## src/rtl/scratchpad_port_arbiter_pkg.sv

```systemverilog
// Shared types and constants for the scratchpad port arbiter.
// FSM state encoding, default widths and the word-to-byte shift.
package scratchpad_pkg;

    localparam int DEF_ADDR_WID = 14;
    localparam int DEF_DATA_WID = 32;
    localparam int DEF_MEM_AW   = 64;
    localparam int WORD_SHIFT   = 2;

    typedef enum logic [2:0] {
        IDLE,
        ISSUE0,
        WAIT0,
        ISSUE1,
        WAIT1
    } arb_state_e;

endpackage

```

## src/rtl/scratchpad_port_arbiter_if.sv

```systemverilog
// External memory channel: one request/response pair, single outstanding.
// master = arbiter side, slave = memory side.
interface scratchpad_port_arbiter_if #(
    parameter int DATA_WID = 32,
    parameter int MEM_AW   = 64
);
    logic                mem_req_valid;
    logic                mem_req_ready;
    logic                mem_req_we;
    logic [MEM_AW-1:0]   mem_req_addr;
    logic [DATA_WID-1:0] mem_req_wdata;
    logic                mem_rsp_valid;
    logic [DATA_WID-1:0] mem_rsp_rdata;

    modport master (
        output mem_req_valid, mem_req_we, mem_req_addr, mem_req_wdata,
        input  mem_req_ready, mem_rsp_valid, mem_rsp_rdata
    );

    modport slave (
        input  mem_req_valid, mem_req_we, mem_req_addr, mem_req_wdata,
        output mem_req_ready, mem_rsp_valid, mem_rsp_rdata
    );
endinterface

```

## src/rtl/scratchpad_port_arbiter_sat_counter.sv

```systemverilog
// Saturating up-counter used for the host-visible statistics.
// Sticks at all-ones instead of wrapping.
module sat_counter #(
    parameter int CNT_W = 32
) (
    input  logic             mod_clk,
    input  logic             reset,
    input  logic             inc,
    output logic [CNT_W-1:0] value
);
    // count up on inc, hold at the maximum
    always_ff @(posedge mod_clk or posedge reset) begin
        if (reset)
            value <= '0;
        else if (inc && value != '1)
            value <= value + CNT_W'(1);
    end
endmodule

```

## src/rtl/scratchpad_port_arbiter.sv

```systemverilog
// Serializes the kernel's two scratchpad ports onto one memory channel,
// port 0 first, stalling the kernel until all captured accesses finish.
module scratchpad_port_arbiter
    import scratchpad_pkg::*;
#(
    parameter int ADDR_WID = DEF_ADDR_WID,
    parameter int DATA_WID = DEF_DATA_WID,
    parameter int MEM_AW   = DEF_MEM_AW,
    parameter int CNT_W    = 32
) (
    input  logic                mod_clk,
    input  logic                reset,
    input  logic [MEM_AW-1:0]   base_addr,
    input  logic [ADDR_WID-1:0] addr0,
    input  logic                ce0,
    input  logic                we0,
    input  logic [DATA_WID-1:0] d0,
    output logic [DATA_WID-1:0] q0,
    input  logic [ADDR_WID-1:0] addr1,
    input  logic                ce1,
    input  logic                we1,
    input  logic [DATA_WID-1:0] d1,
    output logic [DATA_WID-1:0] q1,
    output logic                stall,
    scratchpad_port_arbiter_if.master mem,
    output logic [CNT_W-1:0]    access_count,
    output logic [CNT_W-1:0]    stall_cycles,
    output logic                protocol_err
);
    arb_state_e          state, state_nx;
    logic                pend0, pend1;
    logic                lwe0, lwe1;
    logic [MEM_AW-1:0]   badr0, badr1;
    logic [DATA_WID-1:0] ld0, ld1;
    logic                capture, rsp0, rsp1, in_wait;

    assign capture = (state == IDLE) && (ce0 || ce1);
    assign rsp0    = (state == WAIT0) && mem.mem_rsp_valid;
    assign rsp1    = (state == WAIT1) && mem.mem_rsp_valid;
    assign in_wait = (state == WAIT0) || (state == WAIT1);

    // state register
    always_ff @(posedge mod_clk or posedge reset) begin
        if (reset)
            state <= IDLE;
        else
            state <= state_nx;
    end

    // next-state: port 0 is always drained before port 1
    always_comb begin
        state_nx = state;
        unique case (state)
            IDLE: begin
                if (ce0)
                    state_nx = ISSUE0;
                else if (ce1)
                    state_nx = ISSUE1;
            end
            ISSUE0:
                if (mem.mem_req_ready) state_nx = WAIT0;
            WAIT0:
                if (mem.mem_rsp_valid) state_nx = pend1 ? ISSUE1 : IDLE;
            ISSUE1:
                if (mem.mem_req_ready) state_nx = WAIT1;
            WAIT1:
                if (mem.mem_rsp_valid) state_nx = IDLE;
            default:
                state_nx = IDLE;
        endcase
    end

    // request outputs come from the latched port of the issuing state
    always_comb begin
        mem.mem_req_valid = 1'b0;
        mem.mem_req_we    = 1'b0;
        mem.mem_req_addr  = '0;
        mem.mem_req_wdata = '0;
        unique case (state)
            ISSUE0: begin
                mem.mem_req_valid = 1'b1;
                mem.mem_req_we    = lwe0;
                mem.mem_req_addr  = badr0;
                mem.mem_req_wdata = ld0;
            end
            ISSUE1: begin
                mem.mem_req_valid = 1'b1;
                mem.mem_req_we    = lwe1;
                mem.mem_req_addr  = badr1;
                mem.mem_req_wdata = ld1;
            end
            default: ;
        endcase
    end

    // capture enabled ports; byte address is fixed at capture time
    always_ff @(posedge mod_clk or posedge reset) begin
        if (reset) begin
            pend0 <= 1'b0;
            pend1 <= 1'b0;
            lwe0  <= 1'b0;
            lwe1  <= 1'b0;
            badr0 <= '0;
            badr1 <= '0;
            ld0   <= '0;
            ld1   <= '0;
        end else if (capture) begin
            pend0 <= ce0;
            pend1 <= ce1;
            if (ce0) begin
                lwe0  <= we0;
                badr0 <= base_addr + (MEM_AW'(addr0) << WORD_SHIFT);
                ld0   <= d0;
            end
            if (ce1) begin
                lwe1  <= we1;
                badr1 <= base_addr + (MEM_AW'(addr1) << WORD_SHIFT);
                ld1   <= d1;
            end
        end else begin
            if (rsp0) pend0 <= 1'b0;
            if (rsp1) pend1 <= 1'b0;
        end
    end

    // read data lands in q only for reads; writes leave q alone
    always_ff @(posedge mod_clk or posedge reset) begin
        if (reset) begin
            q0 <= '0;
            q1 <= '0;
        end else begin
            if (rsp0 && !lwe0) q0 <= mem.mem_rsp_rdata;
            if (rsp1 && !lwe1) q1 <= mem.mem_rsp_rdata;
        end
    end

    // stall mirrors "busy next cycle", registered
    always_ff @(posedge mod_clk or posedge reset) begin
        if (reset)
            stall <= 1'b0;
        else
            stall <= (state_nx != IDLE);
    end

    // sticky flag for responses with nothing outstanding
    always_ff @(posedge mod_clk or posedge reset) begin
        if (reset)
            protocol_err <= 1'b0;
        else if (mem.mem_rsp_valid && !in_wait)
            protocol_err <= 1'b1;
    end

    sat_counter #(.CNT_W(CNT_W)) u_access_cnt (
        .mod_clk (mod_clk),
        .reset   (reset),
        .inc     (rsp0 || rsp1),
        .value   (access_count)
    );

    sat_counter #(.CNT_W(CNT_W)) u_stall_cnt (
        .mod_clk (mod_clk),
        .reset   (reset),
        .inc     (stall),
        .value   (stall_cycles)
    );
endmodule

```

## src/flat_wrapper.sv

```systemverilog
// flat-port wrapper written by rule: the top's interface ports become plain ports
module scratchpad_port_arbiter_flat import scratchpad_pkg::*;
#(
    parameter int ADDR_WID = DEF_ADDR_WID,
    parameter int DATA_WID = DEF_DATA_WID,
    parameter int MEM_AW   = DEF_MEM_AW,
    parameter int CNT_W    = 32
)
  (mod_clk, reset, base_addr, addr0, ce0, we0, d0, q0, addr1, ce1, we1, d1, q1, stall, access_count, stall_cycles, protocol_err, mem_mem_req_valid, mem_mem_req_we, mem_mem_req_addr, mem_mem_req_wdata, mem_mem_req_ready, mem_mem_rsp_valid, mem_mem_rsp_rdata);
  scratchpad_port_arbiter_if #(.DATA_WID(DATA_WID), .MEM_AW(MEM_AW)) mem_i ();
  input  logic mod_clk;
  input  logic reset;
  input  logic [MEM_AW-1:0] base_addr;
  input  logic [ADDR_WID-1:0] addr0;
  input  logic ce0;
  input  logic we0;
  input  logic [DATA_WID-1:0] d0;
  output logic [DATA_WID-1:0] q0;
  input  logic [ADDR_WID-1:0] addr1;
  input  logic ce1;
  input  logic we1;
  input  logic [DATA_WID-1:0] d1;
  output logic [DATA_WID-1:0] q1;
  output logic stall;
  output logic [CNT_W-1:0] access_count;
  output logic [CNT_W-1:0] stall_cycles;
  output logic protocol_err;
  output wire logic [$bits(mem_i.mem_req_valid)-1:0] mem_mem_req_valid;
  output wire logic [$bits(mem_i.mem_req_we)-1:0] mem_mem_req_we;
  output wire logic [$bits(mem_i.mem_req_addr)-1:0] mem_mem_req_addr;
  output wire logic [$bits(mem_i.mem_req_wdata)-1:0] mem_mem_req_wdata;
  input wire logic [$bits(mem_i.mem_req_ready)-1:0] mem_mem_req_ready;
  input wire logic [$bits(mem_i.mem_rsp_valid)-1:0] mem_mem_rsp_valid;
  input wire logic [$bits(mem_i.mem_rsp_rdata)-1:0] mem_mem_rsp_rdata;
  assign mem_mem_req_valid = mem_i.mem_req_valid;
  assign mem_mem_req_we = mem_i.mem_req_we;
  assign mem_mem_req_addr = mem_i.mem_req_addr;
  assign mem_mem_req_wdata = mem_i.mem_req_wdata;
  assign mem_i.mem_req_ready = mem_mem_req_ready;
  assign mem_i.mem_rsp_valid = mem_mem_rsp_valid;
  assign mem_i.mem_rsp_rdata = mem_mem_rsp_rdata;
  scratchpad_port_arbiter #(.ADDR_WID(ADDR_WID), .DATA_WID(DATA_WID), .MEM_AW(MEM_AW), .CNT_W(CNT_W)) u_core (.mod_clk(mod_clk), .reset(reset), .base_addr(base_addr), .addr0(addr0), .ce0(ce0), .we0(we0), .d0(d0), .q0(q0), .addr1(addr1), .ce1(ce1), .we1(we1), .d1(d1), .q1(q1), .stall(stall), .mem(mem_i), .access_count(access_count), .stall_cycles(stall_cycles), .protocol_err(protocol_err));
endmodule
```

## config.mk

```make
export PLATFORM = sky130hd
export DESIGN_NAME = scratchpad_port_arbiter_flat
export DESIGN_NICKNAME = d
export VERILOG_FILES = /design/src/rtl/scratchpad_port_arbiter_pkg.sv /design/src/rtl/scratchpad_port_arbiter_if.sv /design/src/rtl/scratchpad_port_arbiter_sat_counter.sv /design/src/rtl/scratchpad_port_arbiter.sv /design/src/flat_wrapper.sv
export SDC_FILE = /design/constraint.sdc
export NUM_CORES = 1
export LEC_CHECK = 0
export BUFFER_PORTS_ARGS = -buffer_cell sky130_fd_sc_hd__buf_2
export CAP_MARGIN = 20
export CORE_UTILIZATION = 40
export CTS_CLUSTER_SIZE = 40
export DETAILED_ROUTE_END_ITERATION = 16
export SYNTH_ARGS = -nofsm -noshare
export SYNTH_HDL_FRONTEND = slang
export SYNTH_SLANG_ARGS = --single-unit
```

## constraint.sdc

```tcl
create_clock -name mod_clk -period 18.8 [get_ports mod_clk]
set_input_delay 0.94 -clock mod_clk [delete_from_list [all_inputs] [get_ports mod_clk]]
set_output_delay 0.94 -clock mod_clk [all_outputs]
set_load 0.005 [all_outputs]
```

# Word level (Yosys, flattened, before mapping)
# Index checks and enable logic that the tools add are counted.
# word_totals
output_inout_bits	228
register_bits	328
in_bits	196
elab_cells	58
# classes
n_addsub	4
muxes	14
n_eq_ne	6
reduce_logical	20
# op_table
cell	count
$add 64x16->64	2
$pmux 64 s2	1
$add 32x1->32 const B	2
$ne 32x32->1 const B	2
$pmux 32 s2	1
$mux 3	6
$pmux 3 s5	1
$logic_and 1x1->1	8
$eq 3x2->1 const B	2
$reduce_and 2->1	2
$eq 3x1->1 const B	1
$eq 3x3->1 const B	1
$logic_not 1->1	3
$logic_not 3->1	1
$logic_or 1x1->1	3
$mux 1	3
$reduce_bool 3->1	1
$mux 2	1
$pmux 1 s2	1
$reduce_bool 2->1	1
$reduce_or 2->1	1

# Longest topological paths before layout
# depth
ltp_word	4
mapped_depth	11
depth_no_buf	10

# Modules after synthesis
# From an unflattened synthesis, not the netlist that was laid out.
# hier_totals
cells_unflattened	1832
hier_area_um2	17404.2
# by_module_without_submodules
mod	area_per_inst_um2	seq_area_each_um2	n_inst	cells_per_inst
scratchpad_port_arbiter	14281.2	6606.3	1	1554
sat_counter	1561.5	800.8	2	139

# Least setup slack after synthesis
# No wires, ideal clock.
# synth_timing
path_kind	input -> register
startpoint	in base_addr[2]
endpoint	reg u_core.badr1[42]
arrival_time_ps	2945
setup_time_ps	83
setup_slack_ps	15773
required_ps	18717
stages	11
path_buffers	1
cell_sequence	ha_1 -> inv_1 -> fa_1 -> nor2b_1 -> o2111ai_1 -> a31oi_1 -> a221o_1 -> buf_2 -> nand3_1 -> xor2_1 -> o21ai_0
# synth_via
elab_chain_len	1
# synth_rtl
item	line	source
from (decl)	flat_wrapper.sv:13	input logic [MEM_AW-1:0] base_addr;
$add 64x16->64	scratchpad_port_arbiter.sv:117	badr1 <= base_addr + (MEM_AW'(addr1) << WORD_SHIFT);
to (signal assigned)	scratchpad_port_arbiter.sv:117	
to (decl)	scratchpad_port_arbiter.sv:33	logic [MEM_AW-1:0] badr0, badr1;
# Every way passes these cells.
# A chain may end at the register's enable or synchronous reset.

# Worst setup path in the final report
# layout_timing
startpoint	reg u_core.state[1]
endpoint	out mem_mem_req_addr[29]
# layout_via
elab_chain_len	2
word_cells_on_any_way	3
classes_between	eq/ne (2); mux (1)
# layout_rtl
item	line	source
from (decl)	scratchpad_port_arbiter.sv:30	arb_state_e state, state_nx;
from (signal assigned)	scratchpad_port_arbiter.sv:47	state <= state_nx;
$eq 3x2->1 or $eq 3x1->1 (tied branches)	scratchpad_port_arbiter.sv:79	unique case (state)
$pmux 64 s2 *	scratchpad_port_arbiter.sv:79	
to (decl)	flat_wrapper.sv:30	output wire logic [$bits(mem_i.mem_req_addr)-1:0] mem_mem_req_addr;
# Mark *: on every way between the ends. The rest lies on a longest branch, timed or not.

==> results by group <==
Run status
  • Status: complete, no violations

Worst setup path
  • CP Launch Type: flop
  • Worst-path maximum fanout: 42
  • Crit path kind: reg2out
  • Setup crit end kind: output pin
  • Worst Path Arrival: 3440 ps
  • WP data required: 17860 ps

STA
  • Relative slew slack: 27.7%
  • Final setup TNS: 0 ps
  • Worst setup margin: 14420 ps
  • Period utilization: 23.3%
  • Final setup fails: 0
  • Fin. Hold Viols: 0
  • Worst hold slack: 472 ps
  • Pins Over Slew Limit: 0
  • Unrepaired setup endpoints after global routing: no
  • Worst-Margin Slew: 1080 ps
  • Clock Skew: 18.3 ps
  • Max Fclk: 0.228 GHz
  • Final worst path period need: 4380 ps

Floorplanning
  • Initial Util: 41.0%
  • Core area: 42300 um2
  • Die area: 44200 um2
  • IO Count: 424
  • Die width: 210 um
  • Die Height: 210 um
  • Standard-cell rows: 75

Clock tree
  • Root buffer cell: clkbuf_16
  • Longest Clk Path Bufs: 3
  • Num CTS Buffers: 40
  • Clk pin slew, worst setup/hold paths: 60 ps
  • Post-CTS Setup Bufs: 0
  • CTS-repair resized insts: 0
  • CTS tree: yes
  • Hold_buf cts: 0
  • CTS sink count: 328
  • H-tree depth: 2
  • Worst-Skew Late Latency: 560 ps

Routing
  • Drt pass-1 iters: 5
  • Vias per Instance: 5.19
  • DR DRC count: 0
  • Iter 0 DRT Violations: 911
  • Remaining antenna violation count: 0
  • Final WL: 52.1 mm
  • DR WL/cell: 18.4 um
  • Via Count: 14700

Cells and area
  • Post-route cell area: 21400 um2
  • Area grow syn2layout: 23.1%
  • Layout cells sized above 1: 26.5%
  • Post-layout util: 50.5%
  • Fill count: 3983
  • Area of the multi-input gates: 8620 um2
  • Final nets: 2454
  • Register Area: 8210 um2

Yosys
  • Mapped Area: 17300 um2
  • Ys flop type: dfrtp_1
  • Mapped Cells: 1851
  • Async set-reset flop share out of synthesis: 100%
  • Synth Warn #: 0
  • Number of different library cells in the post-synthesis netlist: 72
  • Register area share after synthesis: 47.3%
  • EDFF count, synth: 0
  • Yosys reg bits: 328
  • Net Count, Synth: 2079
  • Syn_area_per_cell: 9.37 um2

Place
  • Routability cong.: 0.858
  • Cell Area, Placed: 19900 um2
  • Post-Place Worst Slack: 14970 ps
  • Port Buffer Count: 423
  • Post-DP HPWL: 36.5 mm

Job
  • Max Cap Viol: 0

Pwr
  • Maximum vdd drop: 0.0000909 V
  • PD cells: 143 nW/um2
  • Leakage power: 10.6 nW

Global route
  • Largest net degree at the start of global routing: 152
  • Initial antenna violation count: 6
  • GR Overflow Total: 0
  • First-pass GRT wire length: 80.9 mm
  • GRT Util Overall: 23.4%
  • Number of global-route vias before repair: 14500

Worst hold path
  • Worst min path class: reg2reg
[flip-flops by register name, indices dropped and copies added (netlist names), 3 cells and up]
signal,count
u_core.u_stall_cnt.value,32
u_core.badr0,64
u_core.state,3
u_core.u_access_cnt.value,32
u_core.badr1,64
u_core.q1,32
u_core.ld1,32
u_core.ld0,32
u_core.q0,32
[Yosys cell counts, drive strengths merged, types with 6 or more instances]
| master | instances | share of area (%) |
|---|---|---|
| dfrtp | 328 | 47 |
| nand2b | 6 | 0.22 |
| nand3 | 75 | 2.2 |
| and2 | 10 | 0.37 |
| ha | 30 | 2.2 |
| o21ai | 126 | 3.6 |
| inv | 26 | 0.56 |
| buf | 44 | 1.2 |
| nand4 | 37 | 1.4 |
| xnor2 | 57 | 2.9 |
| mux2 | 66 | 4.3 |
| xor2 | 117 | 5.9 |
| a211oi | 9 | 0.42 |
| and4 | 12 | 0.63 |
| nor2b | 9 | 0.35 |
| nor4 | 12 | 0.73 |
| and3 | 21 | 0.76 |
| a311oi | 6 | 0.30 |
| nor3 | 33 | 0.98 |
| a21oi | 27 | 0.78 |
| a31oi | 6 | 0.25 |
| mux2i | 100 | 5.8 |
| clkbuf | 62 | 1.3 |
| a21o | 13 | 0.56 |
| nor2 | 150 | 3.3 |
| nand2 | 419 | 9.1 |
[critical path: stages (launching register included)]
cell and delay (ps):
dfrtp_4 790, buf_4 670, buf_4 780, mux2i_1 300
nor2_1 100, buf_2 180
[final timing paths]
| path | start | cells past startpoint | end | slack (ps) |
|---|---|---|---|---|
| max in group asynchronous | reset | 3 | u_core.ld1[12] | 16900 |
| worst min register to register | u_core.ld0[15] | 2 | u_core.ld0[15] | 470 |
| worst min-delay path | u_core.ld0[15] | 2 | u_core.ld0[15] | 470 |
| worst max register to register | u_core.state[1] | 7 | u_core.u_access_cnt.value[27] | 15440 |
| worst max-delay path | u_core.state[1] | 5 | mem_mem_req_addr[29] | 14420 |
| min in group asynchronous | reset | 2 | u_core.u_access_cnt.value[27] | 500 |
[metal layers]
| layer | up-vias | part of all wire [%] | track usage [%] |
|---|---|---|---|
| li1 | 7028 | - | - |
| met1 | 7146 | 43 | 30.0 |
| met2 | 437 | 48 | 38.8 |
| met3 | 95 | 6.2 | 4.71 |
| met4 | 8 | 3.0 | 8.81 |
| met5 | - | 0.088 | 0 |
[report_power, final]
| part | internal (mW) | leakage (nW) | switching [mW] | total, mW |
|---|---|---|---|---|
| sequential | 0.984 | 4.14 | 0.172 | 1.16 |
| combinational | 0.450 | 5.75 | 0.614 | 1.06 |
| clock | 0.521 | 0.695 | 0.311 | 0.832 |
| total | 1.95 | 10.6 | 1.10 | 3.05 |
[layout by cell type (no fill, tap or decap), types with 8 or more instances in the layout]
cell       instances
and3_1            21
nor3_1            32
and2_1             9
buf_2            423
o21ai_1           13
a21oi_1           27
a211oi_1           8
clkbuf_16         41
ha_1              30
clkbuf_1           9
mux2_2            66
xnor2_1           57
nand4_1           35
nand2_1          418
inv_1             25
mux2i_1          100
and4_1            10
nor2_1           148
xor2_1           117
o21ai_0          112
nor4_1             8
a21o_1            13
buf_4             14
nand3_1           75
dfrtp_1          327
[stage by stage]
step           total power [mW]  cells
2_1_floorplan              1.79   1851
3_3_place_gp               2.21   2760
3_5_place_dp               2.24   2761
4_1_cts                    3.09   2834
5_1_grt                    3.26   2834
6_report                   3.05   2836
[cells by family (layout without fill, tap and decap cells)]
kind of cell | after synthesis | after routing | synth area share, %
adders and majority gates | 32 | 32 | 2.40
muxes | 166 | 166 | 10.1
AOI/OAI and AO/OA | 209 | 209 | 7.11
DFF | 328 | 328 | 47.3
xor gates and xnor gates | 174 | 174 | 8.79
and+or+nand+nor | 810 | 810 | 21.2
buffers and inverters | 132 | 538 | 3.15
other | 0 | 2 | 0
[area by class of cell]
cell class	count	share of cell area (%)
multi-input combinational	1391	40.4
sequential	328	38.5
timing repair buffer	439	10.6
clock buffer	56	5.35
tap	577	3.38
clock inverter	17	1.28
inverter	26	0.492
antenna	2	0.0234
No activity file was read; power rests on OpenSTA's default activity.
